<file path="config.mk">
export PLATFORM = sky130hd
export DESIGN_NAME = iob_caravel_counter
export DESIGN_NICKNAME = d
export VERILOG_FILES = /design/src/rtl/iob_caravel_counter_pkg.sv /design/src/rtl/iob_caravel_counter_regs.sv /design/src/rtl/iob_caravel_counter.sv
export SDC_FILE = /design/constraint.sdc
export NUM_CORES = 1
export LEC_CHECK = 0
export CORE_UTILIZATION = 40
export CTS_BUF_LIST = sky130_fd_sc_hd__clkbuf_8 sky130_fd_sc_hd__clkbuf_16
export DETAILED_ROUTE_END_ITERATION = 8
export PLACE_DENSITY = 0.69
export SYNTH_ARGS = -nofsm -noshare
export SYNTH_HDL_FRONTEND = slang
export SYNTH_SLANG_ARGS = --single-unit
</file>
<file path="constraint.sdc">
create_clock -name clk_i -period 2.9 [get_ports clk_i]
set_clock_uncertainty 0.2 [all_clocks]
set_input_delay 0.435 -clock clk_i [delete_from_list [all_inputs] [get_ports clk_i]]
set_output_delay 0.435 -clock clk_i [all_outputs]
set_load 0.01 [all_outputs]
</file>
<file path="src/rtl/iob_caravel_counter_pkg.sv">
// Shared register map and CTRL bit positions for the caravel counter block.
package iob_caravel_counter_pkg;

    localparam int ADDR_CTRL   = 'h00;
    localparam int ADDR_LOAD   = 'h04;
    localparam int ADDR_COUNT  = 'h08;
    localparam int ADDR_CMP    = 'h0C;
    localparam int ADDR_STATUS = 'h10;

    localparam int CTRL_EN     = 0;
    localparam int CTRL_DOWN   = 1;
    localparam int CTRL_IRQ_EN = 2;
    localparam int CTRL_W      = 3;

endpackage

</file>
<file path="src/rtl/iob_caravel_counter_regs.sv">
// IOb register file: CTRL/LOAD/CMP/STATUS storage and COUNT write requests; reads return
// one cycle after acceptance; ready drops only while the logic-analyser override is active.
module iob_caravel_counter_regs
    import iob_caravel_counter_pkg::*;
#(
    parameter int ADDR_W = 5,
    parameter int DATA_W = 32,
    parameter int BITS   = 16
) (
    input  logic                clk_i,
    input  logic                arst_n_i,
    input  logic                cke_i,
    input  logic                iob_valid_i,
    input  logic [ADDR_W-1:0]   iob_addr_i,
    input  logic [DATA_W-1:0]   iob_wdata_i,
    input  logic [DATA_W/8-1:0] iob_wstrb_i,
    output logic                iob_ready_o,
    output logic                iob_rvalid_o,
    output logic [DATA_W-1:0]   iob_rdata_o,
    input  logic                la_ovr_i,
    input  logic [BITS-1:0]     count,
    input  logic [BITS-1:0]     count_nxt,
    output logic                count_wr,
    output logic [BITS-1:0]     count_wr_dat,
    output logic                en,
    output logic                down,
    output logic                irq_en,
    output logic                match
);

    logic [CTRL_W-1:0] ctrl_q;
    logic [BITS-1:0]   load_q;
    logic [BITS-1:0]   cmp_q;
    logic              match_q;
    logic              accept, wr, rd;
    logic              sel_ctrl, sel_load, sel_count, sel_cmp, sel_status;
    logic [BITS-1:0]   load_new, count_new, cmp_new;
    logic [CTRL_W-1:0] ctrl_new;
    logic              match_set, match_clr;
    logic [DATA_W-1:0] rd_dat;
    logic              unused_bits;

    function automatic logic [BITS-1:0] merge(input logic [BITS-1:0] old);
        logic [BITS-1:0] r;
        for (int i = 0; i < BITS; i++)
            r[i] = iob_wstrb_i[i/8] ? iob_wdata_i[i] : old[i];
        return r;
    endfunction

    assign unused_bits = ^{iob_wdata_i, iob_wstrb_i};

    assign iob_ready_o = ~la_ovr_i;
    assign accept      = iob_valid_i & iob_ready_o & cke_i;
    assign wr          = accept & (|iob_wstrb_i);
    assign rd          = accept & ~(|iob_wstrb_i);

    assign sel_ctrl   = (iob_addr_i == ADDR_W'(ADDR_CTRL));
    assign sel_load   = (iob_addr_i == ADDR_W'(ADDR_LOAD));
    assign sel_count  = (iob_addr_i == ADDR_W'(ADDR_COUNT));
    assign sel_cmp    = (iob_addr_i == ADDR_W'(ADDR_CMP));
    assign sel_status = (iob_addr_i == ADDR_W'(ADDR_STATUS));

    assign ctrl_new  = iob_wstrb_i[0] ? iob_wdata_i[CTRL_W-1:0] : ctrl_q;
    assign load_new  = merge(load_q);
    assign count_new = merge(count);
    assign cmp_new   = merge(cmp_q);

    // A LOAD write also reloads COUNT with the freshly merged LOAD value.
    assign count_wr     = wr & (sel_load | sel_count);
    assign count_wr_dat = sel_load ? load_new : count_new;

    // Compare against the value COUNT takes at this edge, so MATCH rises with COUNT.
    assign match_set = (count_nxt == cmp_q);
    assign match_clr = wr & sel_status & iob_wstrb_i[0] & iob_wdata_i[0];

    always_comb begin
        rd_dat = '0;
        if (sel_ctrl)   rd_dat = DATA_W'(ctrl_q);
        if (sel_load)   rd_dat = DATA_W'(load_q);
        if (sel_count)  rd_dat = DATA_W'(count);
        if (sel_cmp)    rd_dat = DATA_W'(cmp_q);
        if (sel_status) rd_dat = DATA_W'(match_q);
    end

    always_ff @(posedge clk_i or negedge arst_n_i) begin
        if (!arst_n_i) begin
            ctrl_q       <= '0;
            load_q       <= '0;
            cmp_q        <= '1;
            match_q      <= 1'b0;
            iob_rvalid_o <= 1'b0;
            iob_rdata_o  <= '0;
        end else begin
            // Response path is not held by cke so rvalid never stretches past one cycle.
            iob_rvalid_o <= rd;
            iob_rdata_o  <= rd ? rd_dat : '0;
            if (cke_i) begin
                if (wr && sel_ctrl) ctrl_q <= ctrl_new;
                if (wr && sel_load) load_q <= load_new;
                if (wr && sel_cmp)  cmp_q  <= cmp_new;
                if (match_set)      match_q <= 1'b1;
                else if (match_clr) match_q <= 1'b0;
            end
        end
    end

    assign en     = ctrl_q[CTRL_EN];
    assign down   = ctrl_q[CTRL_DOWN];
    assign irq_en = ctrl_q[CTRL_IRQ_EN];
    assign match  = match_q;

endmodule

</file>
<file path="src/rtl/iob_caravel_counter.sv">
// Up/down counter with IOb register access and logic-analyser override; COUNT updates
// at the edge after a request; ready is ~la_ovr_i, no other backpressure.
module iob_caravel_counter
    import iob_caravel_counter_pkg::*;
#(
    parameter int ADDR_W = 5,
    parameter int DATA_W = 32,
    parameter int BITS   = 16
) (
    input  logic                clk_i,
    input  logic                arst_n_i,
    input  logic                cke_i,
    input  logic                iob_valid_i,
    input  logic [ADDR_W-1:0]   iob_addr_i,
    input  logic [DATA_W-1:0]   iob_wdata_i,
    input  logic [DATA_W/8-1:0] iob_wstrb_i,
    output logic                iob_ready_o,
    output logic                iob_rvalid_o,
    output logic [DATA_W-1:0]   iob_rdata_o,
    input  logic                la_ovr_i,
    input  logic [BITS-1:0]     la_val_i,
    output logic [BITS-1:0]     count_o,
    output logic [BITS-1:0]     io_oeb_o,
    output logic                irq_o
);

    logic [BITS-1:0] count_q, count_nxt, count_wr_dat;
    logic            count_wr, en, down, irq_en, match;

    iob_caravel_counter_regs #(
        .ADDR_W(ADDR_W),
        .DATA_W(DATA_W),
        .BITS  (BITS)
    ) u_regs (
        .clk_i       (clk_i),
        .arst_n_i    (arst_n_i),
        .cke_i       (cke_i),
        .iob_valid_i (iob_valid_i),
        .iob_addr_i  (iob_addr_i),
        .iob_wdata_i (iob_wdata_i),
        .iob_wstrb_i (iob_wstrb_i),
        .iob_ready_o (iob_ready_o),
        .iob_rvalid_o(iob_rvalid_o),
        .iob_rdata_o (iob_rdata_o),
        .la_ovr_i    (la_ovr_i),
        .count       (count_q),
        .count_nxt   (count_nxt),
        .count_wr    (count_wr),
        .count_wr_dat(count_wr_dat),
        .en          (en),
        .down        (down),
        .irq_en      (irq_en),
        .match       (match)
    );

    always_comb begin
        count_nxt = count_q;
        if (cke_i) begin
            if (la_ovr_i)      count_nxt = la_val_i;
            else if (count_wr) count_nxt = count_wr_dat;
            else if (en)       count_nxt = down ? count_q - BITS'(1) : count_q + BITS'(1);
        end
    end

    always_ff @(posedge clk_i or negedge arst_n_i) begin
        if (!arst_n_i) count_q <= '0;
        else           count_q <= count_nxt;
    end

    assign count_o  = count_q;
    assign io_oeb_o = {BITS{~en}};
    assign irq_o    = match & irq_en;

endmodule

</file>
==> summary.md, run 1 <==
| Metric | Value |
|---|---|
| Die Width | roughly 120 um |
| Most Crowded Layer GR | met2 |
| Final hold vios | 0 |
| P_leak | 0.00343 uW |
| DP HPWL | ~15000 um |
| Combinational power share | 33.4% |
| Setup violators final | 2 |
| Total Routing Usage GR | 28.5% |
| Failing checks | negative setup slack |
| Hold Slack | around 0.33 ns |
| CTS Sinks | 69 |
| Core ar. | 12800 um^2 |
| Routed length per instance | 19.7 um |
| Total grt overflow | 0 |
| Clock latency on the worst-skew pair | approximately 0.35 ns |
| Starting density of the core | about two fifths |
| Met1 Use GR | 35.1% |
| Pwr/cell area | about 440 nW/um^2 |
| Avg Inst Size Synth | between 8 and 9 um^2 |
| Max transition margin | 63.4% |
| CTS tree | done |
| Port Buffer Count | 96 |
| CTS Buffer Depth | 2 |
| Number of routed nets with antenna violations | 0 |
| CTS buffer count | 9 |
| Share of the synthesized area in the top cell type | between 20% and 30% |
| Min Tclk post-route | between 3 and 4 ns |
| Row cnt | 41 |
| Placed Area | between 7000 and 8000 um^2 |
| Startpoint types | flip-flop |
| Worst Path Arrival | ~3.2 ns |
| NetSw | around 1100 uW |
| Switching Fraction | about a third |
| # IOs | 129 |
| Worst-path maximum fanout | 6 |
| Remaining DRCs | 0 |
| Final worst path period share | 109% |
| Synth area leader | dfrtp_1 |
| Most frequent cell after synthesis | nor2_1 |
| Clock root buffer | clkbuf_16 |
| Max IR drop VDD | just under 0.0003 V |
| Register area share after synthesis | around a third |
| Yosys warns | 0 |
| Pre-antenna DRT Iters | 5 |
| Actual slew at the worst max-slew pin | 0.543 ns |
| Die Span Y | around 120 um |
| Dominant cells by area after synthesis | dfrtp_1 (25%), mux2_2 (9.5%), dfstp_2 (7.9%) |
| Setup CP Type | flip-flop to flip-flop |
| EDFF count, synth | 0 |
| Synthesized cell area | about 5300 um^2 |
| Area delta synth->final | 48.1% |
| Final instance area | 7900 um^2 |
| Final worst slack | -0.254 ns |
| Sequential power share | between 30% and 40% |
| RePlAce Congestion | about 1.0 |
| Layout cells sized above 1 | 33.2% |
| Storage cell area | 1750 um^2 |
| Final max-slew violation count | 0 |
| Vias per cell | roughly 5.6 |
| Outcome | complete, but fails checks |
| Multi-input gate area | 3530 um^2 |
| Via count | about 5500 |
| Met2 Use GR | 49.8% |
| Post-synth ARST share | 100% |
| Initial antenna violation count | 0 |
| Via count of the first global-routing pass | 5639 |
| Cell variety after synth | 74 |
| Req. time, crit path | a little under 3 ns |
| First-pass GRT wire length | 30400 um |
| RSZ-0062 raised after global routing | true |
| Ant. Diodes | 0 |
| Top FF cell, synth | dfrtp_1 |
| DRT iter0 DRCs | about 430 |
| H-tree levels | 3 |
| Post-Synthesis Cells | 595 |
| Total Power | between 3000 and 4000 uW |
| Critical Path Sink Type | flip-flop |
| Die ar. | about 14000 um^2 |
| Internal | 2370 uW |
| HP Class | flip-flop to flip-flop |
| FF+latch count, synth | 69 |
| Nets | 868 |
| Clock Power Share | a little over a third |
| Maximum clock rate | roughly 320 MHz |
| Wirelength, routed | 19100 um |
| Largest net degree at the start of global routing | 70 |
| Met3 GRT Util | approximately 4.6% |
| Commonest cells post-synth | nor2_1 (58), dfrtp_1 (53), nand2_1 (50) |
| Max-cap viol count | 0 |
| Final-layout fill cell count | between 1000 and 1500 |
| Reg clk slew, reported paths | around 0.060 ns |
cells by family (layout without fill, tap and decap cells):
logic type | Yosys count | after routing | share of synthesized area [%]
other | 1 | 16 | 0.0703
adders and majority gates | 15 | 15 | 3.66
xor gates and xnor gates | 29 | 29 | 4.76
buffers and inverters | 75 | 261 | 7.98
and+or+nand+nor | 184 | 184 | 17.2
muxes | 59 | 59 | 12.8
DFF | 69 | 69 | 32.8
AOI/OAI and AO/OA | 163 | 163 | 20.8
power groups by stage:
stage,clock network [uW],logic (uW),registers [uW]
6_report,1220,1160,1100
5_1_grt,1280,1250,1110
4_1_cts,1240,1130,1100
3_5_place_dp,0,1040,1110
3_3_place_gp,0,1020,1110
2_1_floorplan,0,507,1130
cell usage in the layout, fill, tap and decap left out, types with 8 or more instances in the layout:
| cell | count |
|---|---|
| buf_4 | 128 |
| clkdlybuf4s50_1 | 95 |
| nor2_1 | 58 |
| dfrtp_1 | 51 |
| nand2_1 | 49 |
| mux2_2 | 44 |
| a21oi_1 | 30 |
| o21ai_0 | 26 |
| xor2_1 | 17 |
| nand3_1 | 16 |
| conb_1 | 16 |
| dfstp_2 | 16 |
| a22oi_1 | 13 |
| inv_1 | 12 |
| o211ai_1 | 11 |
| mux2i_1 | 11 |
| clkbuf_16 | 9 |
| and3_1 | 8 |
| o21ai_1 | 8 |
| nor3_1 | 8 |
| xnor2_1 | 8 |
metal layers:
metal  up-vias  routed length (um)
met1      2667                7910
met2       214                9610
met3        41                1030
met5         -                   0
met4         0                 528
li1       2542                   -
state kept, by name, indices dropped and copies added, names as in the netlist:
register             flops
u_regs.load_q           16
u_regs.iob_rdata_o      16
u_regs.match             1
count_o                 16
u_regs.ctrl_q            3
u_regs.cmp_q            16
u_regs.iob_rvalid_o      1
repair_timing:
| item | 4_1_cts | 5_1_grt |
|---|---|---|
| gates resized for setup | 41 | 15 |
| endpoints found under the hold margin | 53 | 0 |
| endpoints found under the setup margin | 7 | 8 |
| cloned | 0 | 0 |
| hold buffers | 1 | 0 |
| buffers inserted | 5 | 1 |
| pin swaps | 21 | 16 |
area by class of cell:
cell class,count,share of cell area (%)
Tap cell,172,2.73
Sequential cell,69,22.2
Clock buffer,9,2.85
Inverter,14,0.666
Clock inverter,7,1.25
Multi-Input combinational cell,466,44.7
Timing Repair Buffer,231,25.7
worst max-delay path: stages (launching register included):
cell and delay (ns):
dfrtp_2 0.49, buf_4 0.17, ha_1 0.28, buf_4 0.16, o21a_4 0.22, o21ai_1 0.18
o31a_1 0.24, xnor2_2 0.17, a211oi_4 0.12, and3_1 0.20, nor3_1 0.22, o2111ai_2 0.16
o31ai_1 0.26
through the flow:
| step | util, % | cells | setup TNS, ns | setup WS (ns) |
|---|---|---|---|---|
| after floorplan | - | 610 | -0.0667 | -0.0667 |
| after detailed placement | 56.2 | 945 | -2.13 | -0.546 |
| after global routing | 61.6 | 968 | -0.849 | -0.372 |
| after CTS | 60.9 | 967 | -0.245 | -0.219 |
| final | 61.6 | 968 | -0.336 | -0.254 |
| after global placement | 56.2 | 945 | -1.83 | -0.489 |
worst paths after layout:
path	slack (ns)	to	cells past startpoint	from
max reg2reg	-0.25	u_regs.match	12	u_regs.ctrl_q[1]
min reg2reg	0.33	u_regs.ctrl_q[2]	1	u_regs.ctrl_q[2]
min	0.33	u_regs.ctrl_q[2]	1	u_regs.ctrl_q[2]
max in group asynchronous	1.72	u_regs.cmp_q[9]	3	arst_n_i
min in group asynchronous	0.45	u_regs.load_q[0]	3	arst_n_i
max	-0.25	u_regs.match	12	u_regs.ctrl_q[1]
Note: power is estimated with default switching activity, not from simulation.
==> run 2, diff against run 1 <==
--- a/config.mk
+++ b/config.mk
@@ -5,8 +5,10 @@
 export SDC_FILE = /design/constraint.sdc
 export NUM_CORES = 1
 export LEC_CHECK = 0
+export CAP_MARGIN = 30
 export CORE_UTILIZATION = 40
 export CTS_BUF_LIST = sky130_fd_sc_hd__clkbuf_8 sky130_fd_sc_hd__clkbuf_16
+export CTS_CLUSTER_SIZE = 30
 export DETAILED_ROUTE_END_ITERATION = 8
 export PLACE_DENSITY = 0.69
 export SYNTH_ARGS = -nofsm -noshare
==> results of run 2 <==
Same layout as run 1: the final DEF is identical, and so are final timing and power.
==> run 3, diff against run 2 <==
--- a/config.mk
+++ b/config.mk
@@ -6,8 +6,9 @@
 export NUM_CORES = 1
 export LEC_CHECK = 0
 export CAP_MARGIN = 30
+export CORE_MARGIN = 4
 export CORE_UTILIZATION = 40
-export CTS_BUF_LIST = sky130_fd_sc_hd__clkbuf_8 sky130_fd_sc_hd__clkbuf_16
+export CTS_BUF_LIST = sky130_fd_sc_hd__clkbuf_8
 export CTS_CLUSTER_SIZE = 30
 export DETAILED_ROUTE_END_ITERATION = 8
 export PLACE_DENSITY = 0.69
==> run 3 against run 2 <==
- the run still ends with negative setup slack left
- non-clock buffer count unchanged
- sequential cell count stayed put
- via count rose by 0.86%
- combinational power about the same
- sequential share of layout area increased by 0.21 points
- clock power shrank 18%
- total power decreased by 6.0%
- cell count unchanged
- core utilization shrank 0.59 points
- sequential power about the same
- maximum frequency shrank 0.73%
==> summary.md, run 3 (synthesized netlist as in run 1, its figures left out) <==
| Metric | Value |
|---|---|
| DP Worst Slack | -0.592 ns |
| RePlAce Congestion | between 0.9 and 1 |
| Final max-slew violation count | 0 |
| Max-cap viol count | 0 |
| Initial antenna violation count | 0 |
| Post-Place Cells | between 900 and 1000 |
| Reg clk slew, reported paths | roughly 0.090 ns |
| CTS tree | done |
| Die Span Y | 123 um |
| Final hold vios | 0 |
| Setup violators final | 5 |
| Register-to-Register Path Depth | 10 |
| CTS Buffer Depth | 2 |
| Wirelength, routed | ~19000 um |
| Max transition margin | a little under two thirds |
| DP HPWL | 14900 um |
| Critical Path Sink Type | flip-flop |
| Via count of the first global-routing pass | 5736 |
| Worst-path maximum fanout | 7 |
| Clock root buffer | clkbuf_8 |
| CTS buffer count | 9 |
| Total Routing Usage GR | about a quarter |
| Clock latency on the worst-skew pair | about 0.36 ns |
| Startpoint types | flip-flop |
| HP Class | flip-flop to flip-flop |
| Min Tclk post-route | 3.18 ns |
| Pwr/cell area | about 420 nW/um^2 |
| Maximum clock rate | about 310 MHz |
| Reg-to-reg setup timing slack | -0.28 ns |
| Slowest stage delay, CP | approximately 0.53 ns |
| Req. time, crit path | about 3 ns |
| Total grt overflow | 0 |
| Worst hold endpoint | u_regs.load_q[4] |
| Layout Utilization | 61.0% |
| H-tree levels | 3 |
| Critical path's top delay family | compound AO/OA/AOI/OAI gates |
| Nets | between 800 and 900 |
| Post-route insts no fill | roughly 970 |
| Critical path's slowest cell | dfrtp_2 |
| Die ar. | between 15000 and 20000 um^2 |
| Port Buffer Count | 96 |
| Final-layout fill cell count | 1126 |
| Via count | around 5500 |
| Worst Path Arrival | 3.25 ns |
| Actual slew at the worst max-slew pin | 0.540 ns |
| P_leak | about 0.0034 uW |
| Critical Path, Cell by Cell | fa_2, a211oi_4, o211ai_1, and4_1, or3_4, a31oi_4, xnor2_1, a211oi_2, a41oi_2, o31ai_1 |
| DRT iter0 DRCs | 477 |
| Outcome | complete, but fails checks |
| Vias per cell | between 5 and 6 |
| Remaining DRCs | 0 |
| Starting density of the core | between 40% and 50% |
| Area delta synth->final | 46.7% |
| Hold Startpoint | u_regs.load_q[4] |
| Max IR drop VDD | a little under 0.0002 V |
| CTS Sinks | slightly below 70 |
| RSZ-0062 raised after global routing | true |
| Final worst path period share | 110% |
| Final worst slack | -0.277 ns |
| Setup CP Type | flip-flop to flip-flop |
| Commonest cells after routing, fill and taps aside | buf_4 (126), clkdlybuf4s50_1 (94), nor2_1 (58) |
| Die Width | 123 um |
| Pre-antenna DRT Iters | 6 |
| Failing checks | negative setup slack |
| Core ar. | approximately 13000 um^2 |
| Row cnt | 41 |
| Number of routed nets with antenna violations | 0 |
| FF-to-FF Start | u_regs.ctrl_q[1] |
| # IOs | approximately 130 |
| Hold Path Depth | 1 |
| Buf+Inv Stages, Crit Path | 0 |
| Ant. Diodes | 0 |
| Routed length per instance | 20.0 um |
| First-pass GRT wire length | about 30000 um |
| Worst r2r dst | u_regs.match |
| Layout cells sized above 1 | 33.8% |
| Hold Slack | 0.353 ns |
| Largest net degree at the start of global routing | slightly above 50 |
| Most common cell after layout, fill and taps aside | buf_4 |
[run 3: worst max-delay path by stage]
stage,from,to,slack [ns],cells after the start
final,u_regs.ctrl_q[1],u_regs.match,-0.28,10
after global routing,u_regs.ctrl_q[1],u_regs.match,-0.35,13
after CTS,u_regs.ctrl_q[1],u_regs.match,-0.24,10
after detailed placement,iob_addr_i[3],u_regs.match,-0.59,12
after global placement,iob_addr_i[3],u_regs.match,-0.60,12
after floorplan,u_regs.ctrl_q[1],u_regs.match,-0.07,10
[run 3: routing by layer]
| layer | share of wire (%) | vias up | GRT usage (%) |
|---|---|---|---|
| li1 | - | 2543 | - |
| met4 | 3.4 | 0 | 10.2 |
| met1 | 42 | 2696 | 32.9 |
| met2 | 49 | 227 | 44.0 |
| met5 | 0 | - | 0 |
| met3 | 5.4 | 45 | 3.75 |
[run 3: area by class of cell]
cell class | instances | area [um^2] | area share (%)
repair buffers | 231 | 2030 | 26.0
multi-input cells | 466 | 3530 | 45.1
flip-flops and latches | 69 | 1750 | 22.4
well taps | 172 | 215 | 2.75
inverters | 14 | 52.6 | 0.672
clock inverters | 7 | 121 | 1.55
clock buffers | 9 | 124 | 1.58
[run 3: through the flow]
stage / total power (uW) / area (um^2) / setup TNS [ns]
global placement: 2140 / 7210 / -2.21
detailed placement: 2150 / 7210 / -2.52
finish: 3270 / 7820 / -0.425
floorplan: 1640 / 5390 / -0.0667
CTS: 3250 / 7750 / -0.341
global route: 3430 / 7820 / -1.07
[run 3: power by group]
part           internal [uW]  total [uW]  switching, uW
logic                    588        1170            580
clock network            576         995            419
registers               1030        1110           74.6
[run 3: timing repair]
item | 4_1_cts | 5_1_grt
endpoints found under the setup margin | 8 | 7
gates resized for setup | 47 | 18
hold buffers | 1 | 0
gates cloned | 0 | 0
hold endpoints to repair | 15 | 0
pin swaps | 32 | 23
setup buffers | 4 | 2
